<file path="src/rtl/mips_pkg.sv">
// Shared definitions for the data-memory access unit: default widths,
// FSM state encoding and a small alignment helper.
package mips_pkg;

    localparam int ADDR_W_DEF = 32;
    localparam int DATA_W_DEF = 32;

    // Access FSM states (2-bit encoding)
    localparam logic [1:0] S_IDLE     = 2'd0;
    localparam logic [1:0] S_REQ      = 2'd1;
    localparam logic [1:0] S_WAIT_RSP = 2'd2;
    localparam logic [1:0] S_DONE     = 2'd3;

    // Word accesses only: the two byte-offset bits must be zero.
    function automatic logic word_aligned(input logic [1:0] lsb);
        return (lsb == 2'b00);
    endfunction

endpackage

</file>
<file path="src/rtl/dmem_timeout_counter.sv">
// Cycle counter bounding how long one access may sit in REQ/WAIT_RSP.
// expired is raised on the last permitted cycle (count == LIMIT-1).
module dmem_timeout_counter #(
    parameter int LIMIT = 64,
    parameter int CW    = (LIMIT > 1) ? $clog2(LIMIT) : 1
) (
    input  logic clk,
    input  logic reset,
    input  logic clear,
    input  logic enable,
    output logic expired
);

    logic [CW-1:0] count;

    // Clear has priority so a fresh access always starts from zero.
    always_ff @(posedge clk or negedge reset) begin
        if (!reset)      count <= '0;
        else if (clear)  count <= '0;
        else if (enable) count <= count + CW'(1);
    end

    assign expired = (count == CW'(LIMIT - 1));

endmodule

</file>
<file path="src/rtl/dmem_access_unit.sv">
// Multi-cycle load/store port between the core datapath and an external
// data memory (valid/ready request, valid-only response). Stalls the core
// until the access finishes, flags misaligned words and bus timeouts.
module dmem_access_unit
    import mips_pkg::*;
#(
    parameter int ADDR_W         = ADDR_W_DEF,
    parameter int DATA_W         = DATA_W_DEF,
    parameter int TIMEOUT_CYCLES = 64
) (
    input  logic              clk,
    input  logic              reset,
    input  logic              mem_read,
    input  logic              mem_write,
    input  logic [ADDR_W-1:0] address,
    input  logic [DATA_W-1:0] write_data,
    output logic [DATA_W-1:0] read_data,
    output logic              stall,
    output logic              done,
    output logic              misalign,
    output logic              bus_err,
    output logic              req_valid,
    input  logic              req_ready,
    output logic              req_we,
    output logic [ADDR_W-1:0] req_addr,
    output logic [DATA_W-1:0] req_wdata,
    input  logic              rsp_valid,
    input  logic [DATA_W-1:0] rsp_rdata
);

    logic [1:0] state, state_nxt;
    logic       op, aligned, expired, cnt_clear, cnt_enable;

    assign op      = mem_read | mem_write;
    assign aligned = word_aligned(address[1:0]);

    // Next-state decode; a progress event on the timeout cycle wins.
    always_comb begin
        state_nxt = state;
        case (state)
            S_IDLE:     if (op) state_nxt = aligned ? S_REQ : S_DONE;
            S_REQ:      if (req_ready) state_nxt = req_we ? S_DONE : S_WAIT_RSP;
                        else if (expired) state_nxt = S_DONE;
            S_WAIT_RSP: if (rsp_valid || expired) state_nxt = S_DONE;
            default:    state_nxt = S_IDLE;
        endcase
    end

    // State register.
    always_ff @(posedge clk or negedge reset) begin
        if (!reset) state <= S_IDLE;
        else        state <= state_nxt;
    end

    // Request channel: fields latched in IDLE and held until accept/timeout.
    always_ff @(posedge clk or negedge reset) begin
        if (!reset) begin
            req_valid <= 1'b0;
            req_we    <= 1'b0;
            req_addr  <= '0;
            req_wdata <= '0;
        end else begin
            case (state)
                S_IDLE: if (op && aligned) begin
                    req_valid <= 1'b1;
                    req_we    <= mem_write;
                    req_addr  <= address;
                    req_wdata <= write_data;
                end
                S_REQ: if (req_ready || expired) req_valid <= 1'b0;
                default: req_valid <= 1'b0;
            endcase
        end
    end

    // Completion status pulses and load data; errors zero read_data.
    always_ff @(posedge clk or negedge reset) begin
        if (!reset) begin
            misalign  <= 1'b0;
            bus_err   <= 1'b0;
            read_data <= '0;
        end else begin
            misalign <= 1'b0;
            bus_err  <= 1'b0;
            case (state)
                S_IDLE: if (op && !aligned) begin
                    misalign  <= 1'b1;
                    read_data <= '0;
                end
                S_REQ: if (!req_ready && expired) begin
                    bus_err   <= 1'b1;
                    read_data <= '0;
                end
                S_WAIT_RSP: if (rsp_valid) begin
                    read_data <= rsp_rdata;
                end else if (expired) begin
                    bus_err   <= 1'b1;
                    read_data <= '0;
                end
                default: ;
            endcase
        end
    end

    assign cnt_clear  = (state == S_IDLE) && (state_nxt == S_REQ);
    assign cnt_enable = (state == S_REQ) || (state == S_WAIT_RSP);

    dmem_timeout_counter #(.LIMIT(TIMEOUT_CYCLES)) u_timeout (
        .clk     (clk),
        .reset   (reset),
        .clear   (cnt_clear),
        .enable  (cnt_enable),
        .expired (expired)
    );

    assign stall = ((state == S_IDLE) && op) || (state == S_REQ) || (state == S_WAIT_RSP);
    assign done  = (state == S_DONE);

endmodule

</file>
<file path="config.mk">
export PLATFORM = sky130hd
export DESIGN_NAME = dmem_access_unit
export DESIGN_NICKNAME = d
export VERILOG_FILES = /design/src/rtl/mips_pkg.sv /design/src/rtl/dmem_timeout_counter.sv /design/src/rtl/dmem_access_unit.sv
export SDC_FILE = /design/constraint.sdc
export NUM_CORES = 1
export LEC_CHECK = 0
export CAP_MARGIN = 20
export CORE_MARGIN = 2
export CORE_UTILIZATION = 43
export CTS_CLUSTER_DIAMETER = 60
export CTS_CLUSTER_SIZE = 14
export DETAILED_ROUTE_END_ITERATION = 12
export GPL_TIMING_DRIVEN = 0
export PLACE_DENSITY_LB_ADDON = 0.15
export SETUP_SLACK_MARGIN = 0.4
export SLEW_MARGIN = 20
export SYNTH_ARGS = -nofsm -noshare
export SYNTH_HDL_FRONTEND = slang
export SYNTH_SLANG_ARGS = --single-unit
</file>
<file path="constraint.sdc">
create_clock -name clk -period 2.7 [get_ports clk]
set_input_delay 0.27 -clock clk [delete_from_list [all_inputs] [get_ports clk]]
set_output_delay 0.27 -clock clk [all_outputs]
set_load 0.03 [all_outputs]
</file>
==> flow_summary.toml <==
[global_routing]
grt_max_degree = 63
grt_pass1_wl_um = 18400
globalRouteOverflowTotal = 0
antenna_found_initial = 0
grt_pass1_vias = 3785
track_usage_pct = 19.6

[synth]
ys_warn_count = 0
synth_top_cell_area_share_pct = 55.7
async_flop_share_pct = 100
synth.distinct_cells = 41
syn_inst = 386
synth_area_leaders = "dfrtp_1, mux2_1, o221ai_2"
seq_area_frac_synth_pct = 55.7
synthFlopType = "dfrtp_1"
avgSynthCellArea_um2 = 12.6
synth-seq-cells = 108
yosys.area.top_type = "dfrtp_1"
syn_nets = 495
synth.cell_area_um2 = 4850
synth-edff-count = 0

[pwr]
finalPower_mw = 9.01
powerDensity_nw_per_um2 = 1220
p_leak_nw = 3.19
peakVddDrop_mv = 0.626

[placement]
hpwl_um = 8900
gp_congestion = 0.787
io_buffers = 203

[routing]
drt-total-wl_um = 11700
antenna_left = 0
wl_per_cell_um = 15.7
via_per_inst = 5.04
drtPass1Iterations = 4
vias = 3763
drt_first_iter_violations = 116
drc = 0

[floorplan]
std_cell_rows = 38
die-height_um = 110
die_w_um = 110
die_area_um2 = 12100
core-area_um2 = 10900
start_util_pct = 44.4
io-pin-count = 204

[sta]
fin_crit_ns = 2.06
worst_pin_slew_ns = 0.513
fmax_ghz = 0.486
drv_slew = 0
setup_viol = 0
holdWs_ns = 0.426
rsz0062_at_grt = "no"
fin_crit_sh_pct = 76.2
hold_viol = 0
fin_skew_ns = 0.00414
relSlewSlack_pct = 65.8

[worst_setup_path]
critPathLaunchType = "flip-flop"
worstSetupEndpointType = "flip-flop"
critPathMaxFanout = 10
cp_data_arrival_time_ns = 2.28
crit_slowest_cell = "dfrtp_2"
cp_num_buf_inv = 3
cpMostUsedCell = "buf_4"
worst_path_largest_cell_delay_ns = 0.46
path_class = "reg2reg"
cp.required_ns = 2.92
crit_family = "buffers and inverters"
crit_chain = "inv_1 -> ha_2 -> o21ai_1 -> nor3_2 -> buf_4 -> buf_4 -> mux2_1"

[cts]
clk_pin_slew_ns = 0.07
worstSkewPairLatency_ns = 0.34
htree_num_levels = 3
cts_tree = "done"
cts_sinks = 108
cts_root_buf = "clkbuf_16"
cts_buffers = 9
postCtsSetupBuffers = 0
clock_path_buffers = 2

[cells_and_area]
layout_common_cells = "clkdlybuf4s50_1, dfrtp_1, nand2_1"
drive_above_1_share_pct = 15.2
final_common_cell = "clkdlybuf4s50_1"
syn_to_final_growth_pct = 52.8
nNetsFinal = 711
n_antenna_cell = 0
nFillCells = 851

[worst_hold_path]
min_path_type = "in2async"

[status]
status = "complete, no violations"

[flow_run]
drv_cap = 0
-- state kept, by name, summed over array words and instances, names as in the netlist --
register	flops
state	2
read_data	32
req_wdata	32
bus_err	1
req_we	1
req_addr	32
req_valid	1
misalign	1
u_timeout.count	6
-- synthesized netlist by cell type (2+ instances only) --
master and instances:
nand2_1 70, xnor2_1 2, dfrtp_1 108, a211oi_1 2
nor2_1 5, xor2_1 3, or3_1 2, nor2b_1 4
o221ai_1 2, o21ai_0 2, buf_4 6, o221ai_2 30
clkbuf_1 7, mux2_2 20, inv_1 36, buf_2 6
o21ai_1 2, mux2_1 42, buf_6 3, ha_1 7
a21oi_1 7
-- metrics by stage --
stage	instances	setup TNS [ns]	util [%]	instance area [µm²]	setup WS, ns
after floorplan	386	0	-	4850	0.792
after global placement	729	-299.62	64.5	7060	-2.78
after detailed placement	730	0	64.8	7090	0.442
after CTS	747	0	67.8	7410	0.403
after global routing	747	0	67.8	7410	0.435
final	747	0	67.8	7410	0.643
-- worst reg2reg max path: cells and delay by family (launching register included) --
family / cells / cell delay (ns)
mux: 1 / 0.34
buf+inv: 3 / 0.56
simple gates: 1 / 0.20
fa+ha+maj: 1 / 0.26
flops: 1 / 0.46
compound gates: 1 / 0.11
-- metal layers --
metal	track usage (%)	vias up	routed length, µm
met5	0	-	0
met4	8.84	0	262
met3	4.41	20	868
met2	32.4	133	5740
met1	24.5	1844	4860
li1	-	1766	-
-- area by class of cell --
class	count	area (µm²)	area share, %
buffer	22	135	1.82
clock buffer	12	256	3.46
clock inverter	4	55.1	0.743
inverter	36	135	1.82
multi-input combinational	220	1890	25.4
sequential	108	2710	36.5
tap	140	175	2.36
timing repair buffer	205	2070	27.9
-- power by group --
| group | leakage [nW] | total [mW] | switching (mW) | internal (mW) |
|---|---|---|---|---|
| sequential | 1.35 | 2.81 | 0.442 | 2.37 |
| combinational | 1.68 | 4.84 | 2.75 | 2.09 |
| clock | 0.150 | 1.36 | 0.582 | 0.778 |
-- repair_timing --
action                                 4_1_cts  5_1_grt
setup endpoints to repair                    1       57
endpoints found under the hold margin       46        0
hold buffers                                 1        0
gates resized for setup                      3        4
-- kinds of logic after synthesis --
family	Yosys count	synth area share, %
AO/OA/AOI/OAI	58	13.8
adder cells (fa/ha/maj)	7	1.81
flip-flops	108	55.7
XOR/XNOR	5	0.903
buffers and inverters	58	5.57
multiplexers	63	14.6
AND/OR/NAND/NOR	87	7.61
-- worst paths after layout --
path	startpoint	endpoint	slack, ns	cells after the start
hold reg to reg	req_addr[25]	req_addr[25]	0.48	1
hold / removal	reset	read_data[13]	0.43	2
max in group asynchronous	reset	req_addr[10]	1.62	3
setup reg to reg	state[0]	req_addr[17]	0.64	7
setup / recovery	state[0]	req_addr[17]	0.64	7
min in group clk	req_addr[25]	req_addr[25]	0.48	1
No activity file was read; power rests on OpenSTA's default activity.
